==> config.mk <==
export PLATFORM = sky130hd
export DESIGN_NAME = mem_stage_ctrl
export DESIGN_NICKNAME = d
export VERILOG_FILES = /design/src/rtl/mem_stage_ctrl.sv
export SDC_FILE = /design/constraint.sdc
export NUM_CORES = 1
export LEC_CHECK = 0
export ABC_AREA = 1
export CAP_MARGIN = 20
export CORE_MARGIN = 4
export CORE_UTILIZATION = 35
export CTS_BUF_LIST = sky130_fd_sc_hd__clkbuf_4
export DETAILED_ROUTE_END_ITERATION = 10
export PLACE_DENSITY = 0.7
export SYNTH_ARGS = -nofsm -noshare
export SYNTH_HDL_FRONTEND = slang
export SYNTH_SLANG_ARGS = --single-unit
==> constraint.sdc <==
create_clock -name clk -period 3.7 [get_ports clk]
set_clock_uncertainty 0.2 [all_clocks]
set_input_delay 0.925 -clock clk [delete_from_list [all_inputs] [get_ports clk]]
set_output_delay 0.925 -clock clk [all_outputs]
set_load 0.1 [all_outputs]
==> src/rtl/mem_stage_ctrl.sv <==
// Memory-stage controller: drives the data-memory request/ready handshake,
// stalls the front of the pipeline while an access is outstanding, and registers MEM/WB.
module mem_stage_ctrl #(
    parameter int unsigned TIMEOUT = 255
) (
    input  logic        clk,
    input  logic        rst_n,
    input  logic        RegWrite_in,
    input  logic        MemWrite_in,
    input  logic        MemRead_in,
    input  logic        mem_to_reg_in,
    input  logic        ret_future_in,
    input  logic        HALT_in,
    input  logic [3:0]  reg_rd_in,
    input  logic [15:0] alu_result_in,
    input  logic [15:0] save_word_data_in,
    output logic [15:0] mem_addr,
    output logic [15:0] mem_wdata,
    output logic        mem_re,
    output logic        mem_we,
    input  logic [15:0] mem_rdata,
    input  logic        mem_rdy,
    output logic        stall,
    output logic        RegWrite_out,
    output logic        mem_to_reg_out,
    output logic        ret_future_out,
    output logic        HALT_out,
    output logic [3:0]  reg_rd_out,
    output logic [15:0] alu_result_out,
    output logic [15:0] mem_data_out,
    output logic        mem_err
);

    typedef enum logic {IDLE = 1'b0, BUSY = 1'b1} state_t;

    localparam logic [7:0] CNT_LAST = 8'(TIMEOUT - 1);

    state_t     state_reg;
    logic [7:0] cnt_reg;
    logic       memop;
    logic       last_wait;

    assign memop     = MemRead_in | MemWrite_in;
    assign last_wait = (cnt_reg == CNT_LAST);

    always_comb begin
        stall = 1'b0;
        if (rst_n) begin
            case (state_reg)
                IDLE: stall = memop;
                BUSY: stall = ~mem_rdy & ~last_wait;
            endcase
        end
    end

    always_ff @(posedge clk or negedge rst_n) begin
        if (!rst_n) begin
            state_reg      <= IDLE;
            cnt_reg        <= 8'd0;
            mem_addr       <= 16'h0000;
            mem_wdata      <= 16'h0000;
            mem_re         <= 1'b0;
            mem_we         <= 1'b0;
            RegWrite_out   <= 1'b0;
            mem_to_reg_out <= 1'b0;
            ret_future_out <= 1'b0;
            HALT_out       <= 1'b0;
            reg_rd_out     <= 4'd0;
            alu_result_out <= 16'h0000;
            mem_data_out   <= 16'h0000;
            mem_err        <= 1'b0;
        end else begin
            // Bubble by default; capturing branches override the control fields.
            RegWrite_out   <= 1'b0;
            mem_to_reg_out <= 1'b0;
            ret_future_out <= 1'b0;
            HALT_out       <= 1'b0;
            case (state_reg)
                IDLE: begin
                    if (memop) begin
                        state_reg <= BUSY;
                        cnt_reg   <= 8'd0;
                        mem_addr  <= alu_result_in;
                        mem_wdata <= save_word_data_in;
                        mem_we    <= MemWrite_in;
                        mem_re    <= MemRead_in & ~MemWrite_in;
                    end else begin
                        RegWrite_out   <= RegWrite_in;
                        mem_to_reg_out <= mem_to_reg_in;
                        ret_future_out <= ret_future_in;
                        HALT_out       <= HALT_in;
                        reg_rd_out     <= reg_rd_in;
                        alu_result_out <= alu_result_in;
                        mem_data_out   <= 16'h0000;
                    end
                end
                BUSY: begin
                    if (mem_rdy || last_wait) begin
                        state_reg      <= IDLE;
                        mem_re         <= 1'b0;
                        mem_we         <= 1'b0;
                        mem_to_reg_out <= mem_to_reg_in;
                        ret_future_out <= ret_future_in;
                        HALT_out       <= HALT_in;
                        reg_rd_out     <= reg_rd_in;
                        alu_result_out <= alu_result_in;
                        if (mem_rdy) begin
                            RegWrite_out <= RegWrite_in;
                            mem_data_out <= mem_re ? mem_rdata : 16'h0000;
                        end else begin
                            // Timed-out access: suppress the write-back and flag it.
                            RegWrite_out <= 1'b0;
                            mem_data_out <= 16'h0000;
                            mem_err      <= 1'b1;
                        end
                    end else begin
                        cnt_reg <= cnt_reg + 8'd1;
                    end
                end
            endcase
        end
    end

endmodule

==> flow_summary.ini, run 1 <==
[timing]
setup_viol = 0
fin_crit_ns = 3.27
setup_tns_ns = 0
worst_pin_slew_ns = 0.697
fmax_mhz = 306
slew_headroom_pct = 53.5
hold_viol = 0
fin_crit_sh_pct = 88.4
slew_violations = 0
finalWorstSetupSlack_ns = 0.428
rsz0062_at_grt = false

[clock_tree]
cts_tree = yes
cts_inserted_buffers = 9
cts_htree_levels = 3
cts_setup_buffers = 0
postCtsHoldBufs = 0
clock_latency_ns = 0.42
clockBufferDepth = 2
cts_root_buf = clkbuf_4
clkTransAtPathRegs_ns = 0.14
cts_resized = 0
clock_sinks = 84

[synthesis]
seq_area_frac_synth_pct = 62.2
syn_area_mm2 = 0.00338
yosysWarnings = 0
postSynthCellCount = 365
synth_cell_types = 23
yosys-top-cells-count = nand2_1 (108), dfrtp_1 (84), o21ai_0 (44)
ys_top_cells_by_area = dfrtp_1 (62%), nand2_1 (12%), o21ai_0 (6.5%), inv_1 (4.8%), nand3_1 (4.7%)
synth_nets = 428
yosysMostFrequentCell = nand2_1
async_flop_share_pct = 100
synth_edf_count = 0
synth_top_area_share_pct = 62.2
postSynthAreaPerCell_um2 = 9.26
synthFlopType = dfrtp_1
synth_top_cell_by_area = dfrtp_1
ys_seq_elements = 84

[layout]
nets = 562
n_antenna_cell = 0
instances_no_fill = 633
fin_util_pct = 51.3
syn_to_final_growth_pct = 41.7
fillers = 893
drive_gt1_share_pct = 20.8

[floorplanning]
num_io_pins = 137
die_area_mm2 = 0.0113
core_area_mm2 = 0.00933
rows = 35
die_height_um = 106
die_w_um = 106
start_util_pct = 36.2

[routing]
vias_per_cell = 4.47
detail-route-antenna-nets = 0
wl_per_cell_um = 13.3
drtIter0Drc = 94
drc_errors = 0
first_pass_iters = 4
routed_wl_mm = 8.43
via_count = 2829

[flow_run]
cap_violations = 0

[placement]
gp_congestion = 0.720
place_ws_ns = 0.419
port_buffers = 136
dp.cells = 617
hpwl_mm = 6.09

[min_path]
hold_path_class = reg2reg
min_path_cells = 2

[pwr]
ir_worst_vdd_mv = 0.362
power_density_mw_per_mm2 = 892
total_power_w = 0.00427
p_leak_nw = 2.45

[grt]
grt_pass1_wl_mm = 13.7
grt_overflow_total = 0
first_global_vias = 2765
grt_usage_pct = 15.2
antenna_found_initial = 0
grt_max_degree = 60

[worst_setup_path]
r2r_cells = 7
critPathArrivalTime_ns = 2.15
path_class = in2out
critPathMaxStageDelay_ns = 0.43
crit_fanout = 17
worstPathCellList = clkdlybuf4s50_1 > nor2_2 > nand2_4 > a21boi_2 > buf_12
cp-start-kind = input pin
end_kind = output port
worst_path_max_delay_cell = clkdlybuf4s50_1
required_ns = 2.57

[outcome]
outcome = completed
==> per-stage QoR <==
step	hold slack (ns)	area [um2]
6_report	0.288	4790
5_1_grt	0.313	4790
4_1_cts	0.294	4790
3_5_place_dp	0.261	4680
3_3_place_gp	0.257	4680
2_1_floorplan	0.298	3380
==> area by class of cell <==
class	instances	area (um2)	area share, %
flip-flops and latches	84	2100	43.9
repair buffers	141	1230	25.7
multi-input cells	220	1020	21.3
inverters	43	161	3.37
well taps	129	161	3.37
clock buffers	9	67.6	1.41
clock inverters	7	43.8	0.915
==> layout by cell type, fill, tap and decap left out, drive strengths merged, types with 2 or more instances in the layout <==
master,n
dfrtp,84
clkinv,4
nand2,113
ha,2
inv,43
clkdlybuf4s50,59
o21ai,54
nor2,10
clkbuf,9
nand3,32
buf,82
xnor2,2
clkinvlp,3
==> logic make-up (layout without fill, tap and decap cells) <==
kind of cell               count (synthesis)  after routing  synth area share [%]
AOI/OAI and AO/OA                         58             58                  8.85
DFF                                       84             84                  62.2
adders and majority gates                  2              2                 0.741
xor gates and xnor gates                   3              3                 0.778
buffers and inverters                     61            200                  7.67
and+or+nand+nor                          157            157                  19.7
==> report_power, final <==
part / leakage (nW) / total (W) / internal, W / switching [W]
Combinational: 1.33 / 0.00253 / 0.000469 / 0.00206
Sequential: 1.07 / 0.00129 / 0.00115 / 0.000143
Clock: 0.0530 / 0.000448 / 0.000133 / 0.000314
Total: 2.45 / 0.00427 / 0.00175 / 0.00252
==> per-layer routing <==
layer | global-route usage [%] | vias up | wire [um]
met5 | 0 | - | 0
met4 | 5.00 | 0 | 123
met3 | 4.86 | 11 | 694
met2 | 24.7 | 94 | 3990
met1 | 19.2 | 1314 | 3630
li1 | - | 1410 | -
==> worst max-delay path: cells and delay by family <==
family / cells / cell delay, ns
and+or+nand+nor: 2 / 0.38
buffers and inverters: 2 / 0.63
AOI/OAI and AO/OA: 1 / 0.21
==> worst paths after layout <==
| path | start | end | slack [ns] |
|---|---|---|---|
| min reg2reg | mem_wdata[0] | mem_wdata[0] | 0.29 |
| max reg2reg | state_reg | mem_data_out[12] | 1.27 |
| max | mem_rdy | stall | 0.43 |
| min | mem_wdata[0] | mem_wdata[0] | 0.29 |
| max in group asynchronous | rst_n | mem_addr[13] | 1.95 |
| min in group asynchronous | rst_n | alu_result_out[7] | 0.41 |
(Power assumes the default switching activity.)
==> run 2: changes to the inputs <==
- SETUP_SLACK_MARGIN: unset -> 0.2
==> results of run 2 <==
The final DEF is identical to that of run 1; final timing and power are the same.
==> run 3: changes to the inputs <==
- CORE_UTILIZATION: 35 -> 38
- GPL_ROUTABILITY_DRIVEN: unset -> 0
- PLACE_DENSITY: 0.7 -> 0.75
==> flow_summary.ini, run 3 (synthesis results as in run 1) <==
[worst_setup_path]
cp-start-kind = input pin
r2r_start = state_reg
worstPathCellList = clkdlybuf4s50_1 > nor2_2 > nand2_4 > a21boi_2 > buf_12
r2r_end = mem_data_out[8]
startpoint = mem_rdy
critPathArrivalTime_ns = 2.13
r2r_cells = 8
rrSetupSlack_ns = 1.55
critPathMaxStageDelay_ns = 0.43
worst_path_max_delay_cell = clkdlybuf4s50_1
end_kind = output port
required_ns = 2.57
path_class = in2out
crit_fanout = 17

[floorplanning]
die_area_mm2 = 0.0105
core_area_mm2 = 0.00868
die_height_um = 102
num_io_pins = 137
start_util_pct = 38.9
rows = 34
die_w_um = 102

[min_path]
min_to = mem_wdata[5]
min_path_cells = 2
hold_path_class = reg2reg
hold_path_startpoint = mem_wdata[5]

[clock_tree]
clock_latency_ns = 0.40
postCtsHoldBufs = 0
cts_inserted_buffers = 9
clockBufferDepth = 2
cts_resized = 0
cts_tree = yes
cts_root_buf = clkbuf_4
cts_setup_buffers = 0
clock_sinks = 84
clkTransAtPathRegs_ns = 0.13
cts_htree_levels = 3

[timing]
fin_crit_sh_pct = 88.1
setup_tns_ns = 0
slew_violations = 0
fmax_mhz = 307
worst_pin_slew_ns = 0.641
rsz0062_at_grt = false
slew_headroom_pct = 57.2
hold_viol = 0
setup_viol = 0
fin_crit_ns = 3.26

[layout]
final_cell_mix = nand2_1 (108), dfrtp_1 (84), buf_4 (83)
instances_no_fill = 613
n_antenna_cell = 0
final_common_cell = nand2_1
nets = 564
stdcell_area_mm2 = 0.00483
fin_util_pct = 55.7
drive_gt1_share_pct = 21.2
syn_to_final_growth_pct = 43.0

[grt]
grt_max_degree = 61
grt_usage_pct = 16.3
grt_overflow_total = 0
antenna_found_initial = 0
first_global_vias = 2822
grt_pass1_wl_mm = 13.4

[outcome]
outcome = completed

[placement]
hpwl_mm = 5.92
port_buffers = 136
placed_cell_area_mm2 = 0.00465
dp.cells = 598

[routing]
via_count = 2839
wl_met1_mm = 3.44
detail-route-antenna-nets = 0
wl_met2_mm = 3.80
met3_length_um = 732
vias_per_cell = 4.63
dr.max_layer_used = met4
routed_wl_mm = 8.06
first_pass_iters = 4
drc_errors = 0
drtIter0Drc = 105
wl_per_cell_um = 13.2

[pwr]
p_leak_nw = 2.49
power_density_mw_per_mm2 = 921
ir_worst_vdd_mv = 0.531

[flow_run]
cap_violations = 0
run 3: metrics by stage:
stage          hold WS (ns)  worst slack, ns  total power, W
6_report              0.287            0.442         0.00445
4_1_cts               0.291            0.435         0.00450
3_3_place_gp          0.255            0.452         0.00383
3_5_place_dp          0.260            0.437         0.00386
2_1_floorplan         0.298            0.301         0.00326
5_1_grt               0.309            0.366         0.00465
run 3: cell type report:
cell class | count | area, um2
flip-flops and latches | 84 | 2100
clock inverters | 5 | 101
repair buffers | 143 | 1230
inverters | 43 | 161
clock buffers | 10 | 75.1
well taps | 108 | 135
multi-input cells | 220 | 1020
fillers | 804 | 3850
run 3: worst max-delay path by stage:
stage               slack [ns]    end  cells past startpoint
floorplan                 0.30  stall                      5
global placement          0.45  stall                      5
detailed placement        0.44  stall                      5
CTS                       0.44  stall                      5
global route              0.37  stall                      5
finish                    0.44  stall                      5
run 3: worst max-delay path: cells and delay by family:
kind | cells | cell delay [ns]
simple gates | 2 | 0.37
compound gates | 1 | 0.21
buf+inv | 2 | 0.62
run 3: where the power goes:
group | switching [W] | internal (W) | total (W)
Clock | 0.000288 | 0.000345 | 0.000632
Sequential | 0.000143 | 0.00115 | 0.00129
Combinational | 0.00205 | 0.000469 | 0.00252
Total | 0.00249 | 0.00196 | 0.00445
run 3: per-layer routing:
metal,up-vias,track usage (%)
li1,1415,-
met1,1320,21.4
met2,96,26.3
met3,8,4.51
met4,0,5.45
met5,-,0
==> variant 1 (config.mk and constraints of run 2) <==
Register the output `mem_err` once more; this adds one clock of latency there. The other outputs are not delayed to match.
--- a/src/rtl/mem_stage_ctrl.sv
+++ b/src/rtl/mem_stage_ctrl.sv
@@ -37,2 +37,4 @@
 
+    logic mem_err_s0;
+
     state_t     state_reg;
@@ -70,3 +72,3 @@
             mem_data_out   <= 16'h0000;
-            mem_err        <= 1'b0;
+            mem_err_s0     <= 1'b0;
         end else begin
@@ -113,3 +115,3 @@
                             mem_data_out <= 16'h0000;
-                            mem_err      <= 1'b1;
+                            mem_err_s0   <= 1'b1;
                         end
@@ -123,2 +125,6 @@
 
+    always_ff @(posedge clk) begin
+        mem_err <= mem_err_s0;
+    end
+
 endmodule
Check against the original RTL: same outputs for any inputs over 10 cycles, from zero or initial values and one cycle with rst_n low; that may be too few to reach the edited logic, so the function may still have changed.
==> variant 1 against run 2 <==
Non-clock buffer count increased by 1; synthesized area increased by 0.59%; clock power increased by 18%; synthesized cell count increased by 0.27%; routed wire length decreased by 3.4%; register-to-register slack improved by 0.08 ns; design area increased by 0.94%; utilization increased by 0.48 points; worst setup slack improved by 0.077 ns; sequential cell count increased by 1; power increased by 1.9%; die area increased by 0.55%; combinational power about the same; critical path type unchanged; largest cell class unchanged; highest routed layer unchanged.
==> variant 1: results <==
[status]
status = finished, final reports clean

[placement]
dp_hpwl_um = 5820
placed_cell_area_mm2 = 0.00469
place_congestion = 0.768
portBuffers = 136

[logic_synthesis]
yosys-top-cells-count = 108 x nand2_1, 84 x dfrtp_1, 44 x o21ai_0
mappedNetlistNets = 429
yosysWarnings = 0
yosysUniqueCellTypes = 24
ys_seq_area_share_pct = 62.4
synthArstFlopShare_pct = 98.8
synthTopCellsByArea = dfrtp_1 62%, nand2_1 12%, o21ai_0 6.5%, inv_1 4.7%, nand3_1 4.7%

[critical_path]
reg2reg_to = mem_data_out[14]$_DFFE_PN0P_
endpoint_kind = output port
path_max_fanout = 3
crit_end = stall
cp-startpoint = MemWrite_in
r2r_slack_ns = 1.35
arrival_ns = 2.07

[global_route]
grt_pass1_vias = 2887
antenna_found_initial = 0
grt_max_degree = 61
grt_util_all_layers_pct = 14.8
grt_pass1_wl_um = 13600

[routing]
drt-initial-drc-count = 103
routed_wl_um = 8150
drt_pre_antenna_iters = 4
num_vias = 2816

[min_path]
hold_path_class = input pin to asynchronous set/reset pin

[final_layout]
antennaDiodeCount = 0
fin_nets = 564
fillerInstances = 898
drive_gt1_share_pct = 21.1

[cts]
cts_resized = 0
h-tree-depth = 3
clk-insertion-delay-late_ns = 0.40
clockBufferDepth = 2
cts-root-buf = clkbuf_4
cts_setup_buffers = 0
numCtsBuffers = 9

[sta]
slew_viol_final = 0
tightest_slew_ns = 0.732

[power]
ir_worst_vdd_uv = 415
p_leak_uw = 0.00247
-- variant 1: power by group --
group	total, µW	switching [µW]	internal (µW)
clock	530	323	207
combinational	2520	2050	467
sequential	1300	143	1160
-- variant 1: through the flow --
| stage | hold slack (ns) | instances | util (%) | setup WS (ns) | total power, µW |
|---|---|---|---|---|---|
| finish | 0.193 | 635 | 51.8 | 0.505 | 4350 |
| global route | 0.186 | 635 | 51.8 | 0.447 | 4550 |
| CTS | 0.177 | 635 | 51.8 | 0.505 | 4400 |
| detailed placement | 0.165 | 619 | 50.3 | 0.508 | 3860 |
| global placement | 0.165 | 619 | 50.3 | 0.509 | 3840 |
| floorplan | 0.148 | 366 | - | 0.301 | 3270 |
-- variant 1: kinds of logic after synthesis --
kind of cell	Yosys count	share of synthesized area [%]
AOI/OAI and AO/OA	58	8.80
xor gates and xnor gates	3	0.773
adders and majority gates	2	0.736
buffers and inverters	61	7.62
DFF	85	62.4
and+or+nand+nor	157	19.6
-- variant 1: layer usage --
layer	vias to the layer above	wire, µm	part of all wire (%)	GRT usage [%]
met5	-	0	0	0
met4	0	59	0.72	5.30
met3	4	633	7.8	4.19
met2	89	3930	48	24.1
met1	1309	3530	43	18.7
li1	1414	-	-	-
-- variant 1: area by class of cell --
class | instances | area [µm²] | area share, %
sequential | 85 | 2120 | 43.9
inverter | 43 | 161 | 3.34
tap | 129 | 161 | 3.34
clock buffer | 9 | 67.6 | 1.40
clock inverter | 7 | 73.8 | 1.53
timing repair buffer | 142 | 1230 | 25.4
multi-input combinational | 220 | 1020 | 21.1
-- variant 1: worst max-delay path: stages --
cell	delay, ns
clkdlybuf4s50_1	0.49
or2_1	0.17
nand2_4	0.06
a21boi_2	0.22
buf_12	0.20
==> variant 2 (settings of run 2) <==
Without the edit above. `TIMEOUT`: 255 -> 191.
--- a/src/rtl/mem_stage_ctrl.sv
+++ b/src/rtl/mem_stage_ctrl.sv
@@ -3,3 +3,3 @@
 module mem_stage_ctrl #(
-    parameter int unsigned TIMEOUT = 255
+    parameter int unsigned TIMEOUT = 191
 ) (
Function: same outputs for any inputs over 10 cycles, from zero or initial values and one cycle with rst_n low; that may be too few to reach the edited logic, so the function may still have changed.
==> variant 2 against run 2 <==
Utilization grew 0.23 points; synthesized area grew 0.63%; routed wire length shrank 3.8%; sequential cell count is the same; sequential share of layout area shrank 0.19 points; power grew 2.4%; worst setup slack gained 0.089 ns; design area grew 0.44%; critical path type unchanged.
==> variant 2: results <==
[logic_synthesis]
yosys-top-cells-count = 113 x nand2_1, 84 x dfrtp_1, 30 x nand3_1
synthFlopType = dfrtp_1
synth_top_area_share_pct = 61.8
synth_area_leader_cell = dfrtp_1
ys_seq_area_share_pct = 61.8
synthTopCellsByArea = dfrtp_1 62%, nand2_1 12%, mux2_2 6.6%, nand3_1 4.4%, mux2_1 4.0%
yosysUniqueCellTypes = 25
synthCells = 316
synthArstFlopShare_pct = 100
mappedNetlistNets = 379
yosysWarnings = 0

[placement]
portBuffers = 136
place_inst = 572
placed_cell_area_mm2 = 0.00467
pre_cts_slack_ns = 0.509
place_congestion = 0.799
dp_hpwl_um = 5820

[critical_path]
r2r_slack_ns = 1.44
cp-startpoint = mem_rdy
reg2reg_to = cnt_reg[0]$_DFFE_PN0P_
reg2reg_depth = 9
path_max_fanout = 3
crit_path_max_incr_delay_ns = 0.45
arrival_ns = 2.06
rr_startpoint = cnt_reg[0]$_DFFE_PN0P_
crit_end = stall
cpMaxStageDelayCell = clkdlybuf4s50_1
path_delay_family = buffers and inverters

[min_path]
hold_end = mem_data_out[14]$_DFFE_PN0P_
min-delay-start = mem_data_out[14]$_DFFE_PN0P_
min_path_cells = 2

[final_layout]
drive_gt1_share_pct = 27.5
fin_cells = 588
fin_nets = 517
antennaDiodeCount = 0

[sta]
fin_hold_ws_ns = 0.290
period_share_pct = 86.0
tightest_slew_ns = 0.700

[cts]
cts-root-buf = clkbuf_4
clk_pin_slew_ns = 0.12
clk-insertion-delay-late_ns = 0.41
cts_resized = 0
cts_setup_buffers = 0
clockBufferDepth = 2
numCtsBuffers = 9

[global_route]
grt_pass1_wl_um = 13500
grt_util_all_layers_pct = 14.9
antenna_found_initial = 0
grt_pass1_vias = 2764
grt_max_degree = 57

[routing]
num_vias = 2635
drt-initial-drc-count = 102
routed_wl_um = 8110
drt_pre_antenna_iters = 4
drc_errors = 0

[status]
status = finished, final reports clean

[power]
power.internal_uw = 1890
p_leak_uw = 0.00239
ir_worst_vdd_uv = 416
==> variant 2: changes by cell type after synthesis, sizes merged, moves of 2 or more <==
| cell | change |
|---|---|
| inv | -32 |
| nand2 | +3 |
| nand3 | -2 |
| mux2 | +32 |
| nor2 | +2 |
| clkbuf | -3 |
| o21ai | -47 |
==> variant 2: cell type report <==
class                      instances  area [µm²]
clock buffer                      11        82.6
clock inverter                     5        52.6
fill                             869        4520
inverter                          11        41.3
multi-input combinational        207        1150
sequential                        84        2100
tap                              129         161
timing repair buffer             141        1220
==> variant 2: kinds of logic (layout without fill, tap and decap cells) <==
logic type | Yosys count | count (layout) | synth area share, %
buffers and inverters | 25 | 168 | 4.42
flip-flops | 84 | 84 | 61.8
AO/OA/AOI/OAI | 12 | 12 | 2.43
AND/OR/NAND/NOR | 159 | 159 | 19.5
adder cells (fa/ha/maj) | 2 | 2 | 0.736
XOR/XNOR | 2 | 2 | 0.515
multiplexers | 32 | 32 | 10.6
==> variant 2: power by group through the flow <==
| stage | logic, µW | registers, µW | clock network (µW) |
|---|---|---|---|
| CTS | 2590 | 1300 | 544 |
| finish | 2560 | 1290 | 523 |
| detailed placement | 2580 | 1310 | 0 |
| global route | 2660 | 1320 | 579 |
| floorplan | 382 | 2940 | 0 |
| global placement | 2570 | 1300 | 0 |
==> variant 2: per-layer routing <==
| metal | GRT usage [%] | routed length (µm) | vias to the layer above | part of all wire, % |
|---|---|---|---|---|
| met4 | 5.48 | 128 | 0 | 1.6 |
| met1 | 18.5 | 3470 | 1247 | 43 |
| met3 | 3.46 | 557 | 12 | 6.9 |
| met2 | 25.4 | 3950 | 85 | 49 |
| li1 | - | - | 1291 | - |
| met5 | 0 | 0 | - | 0 |
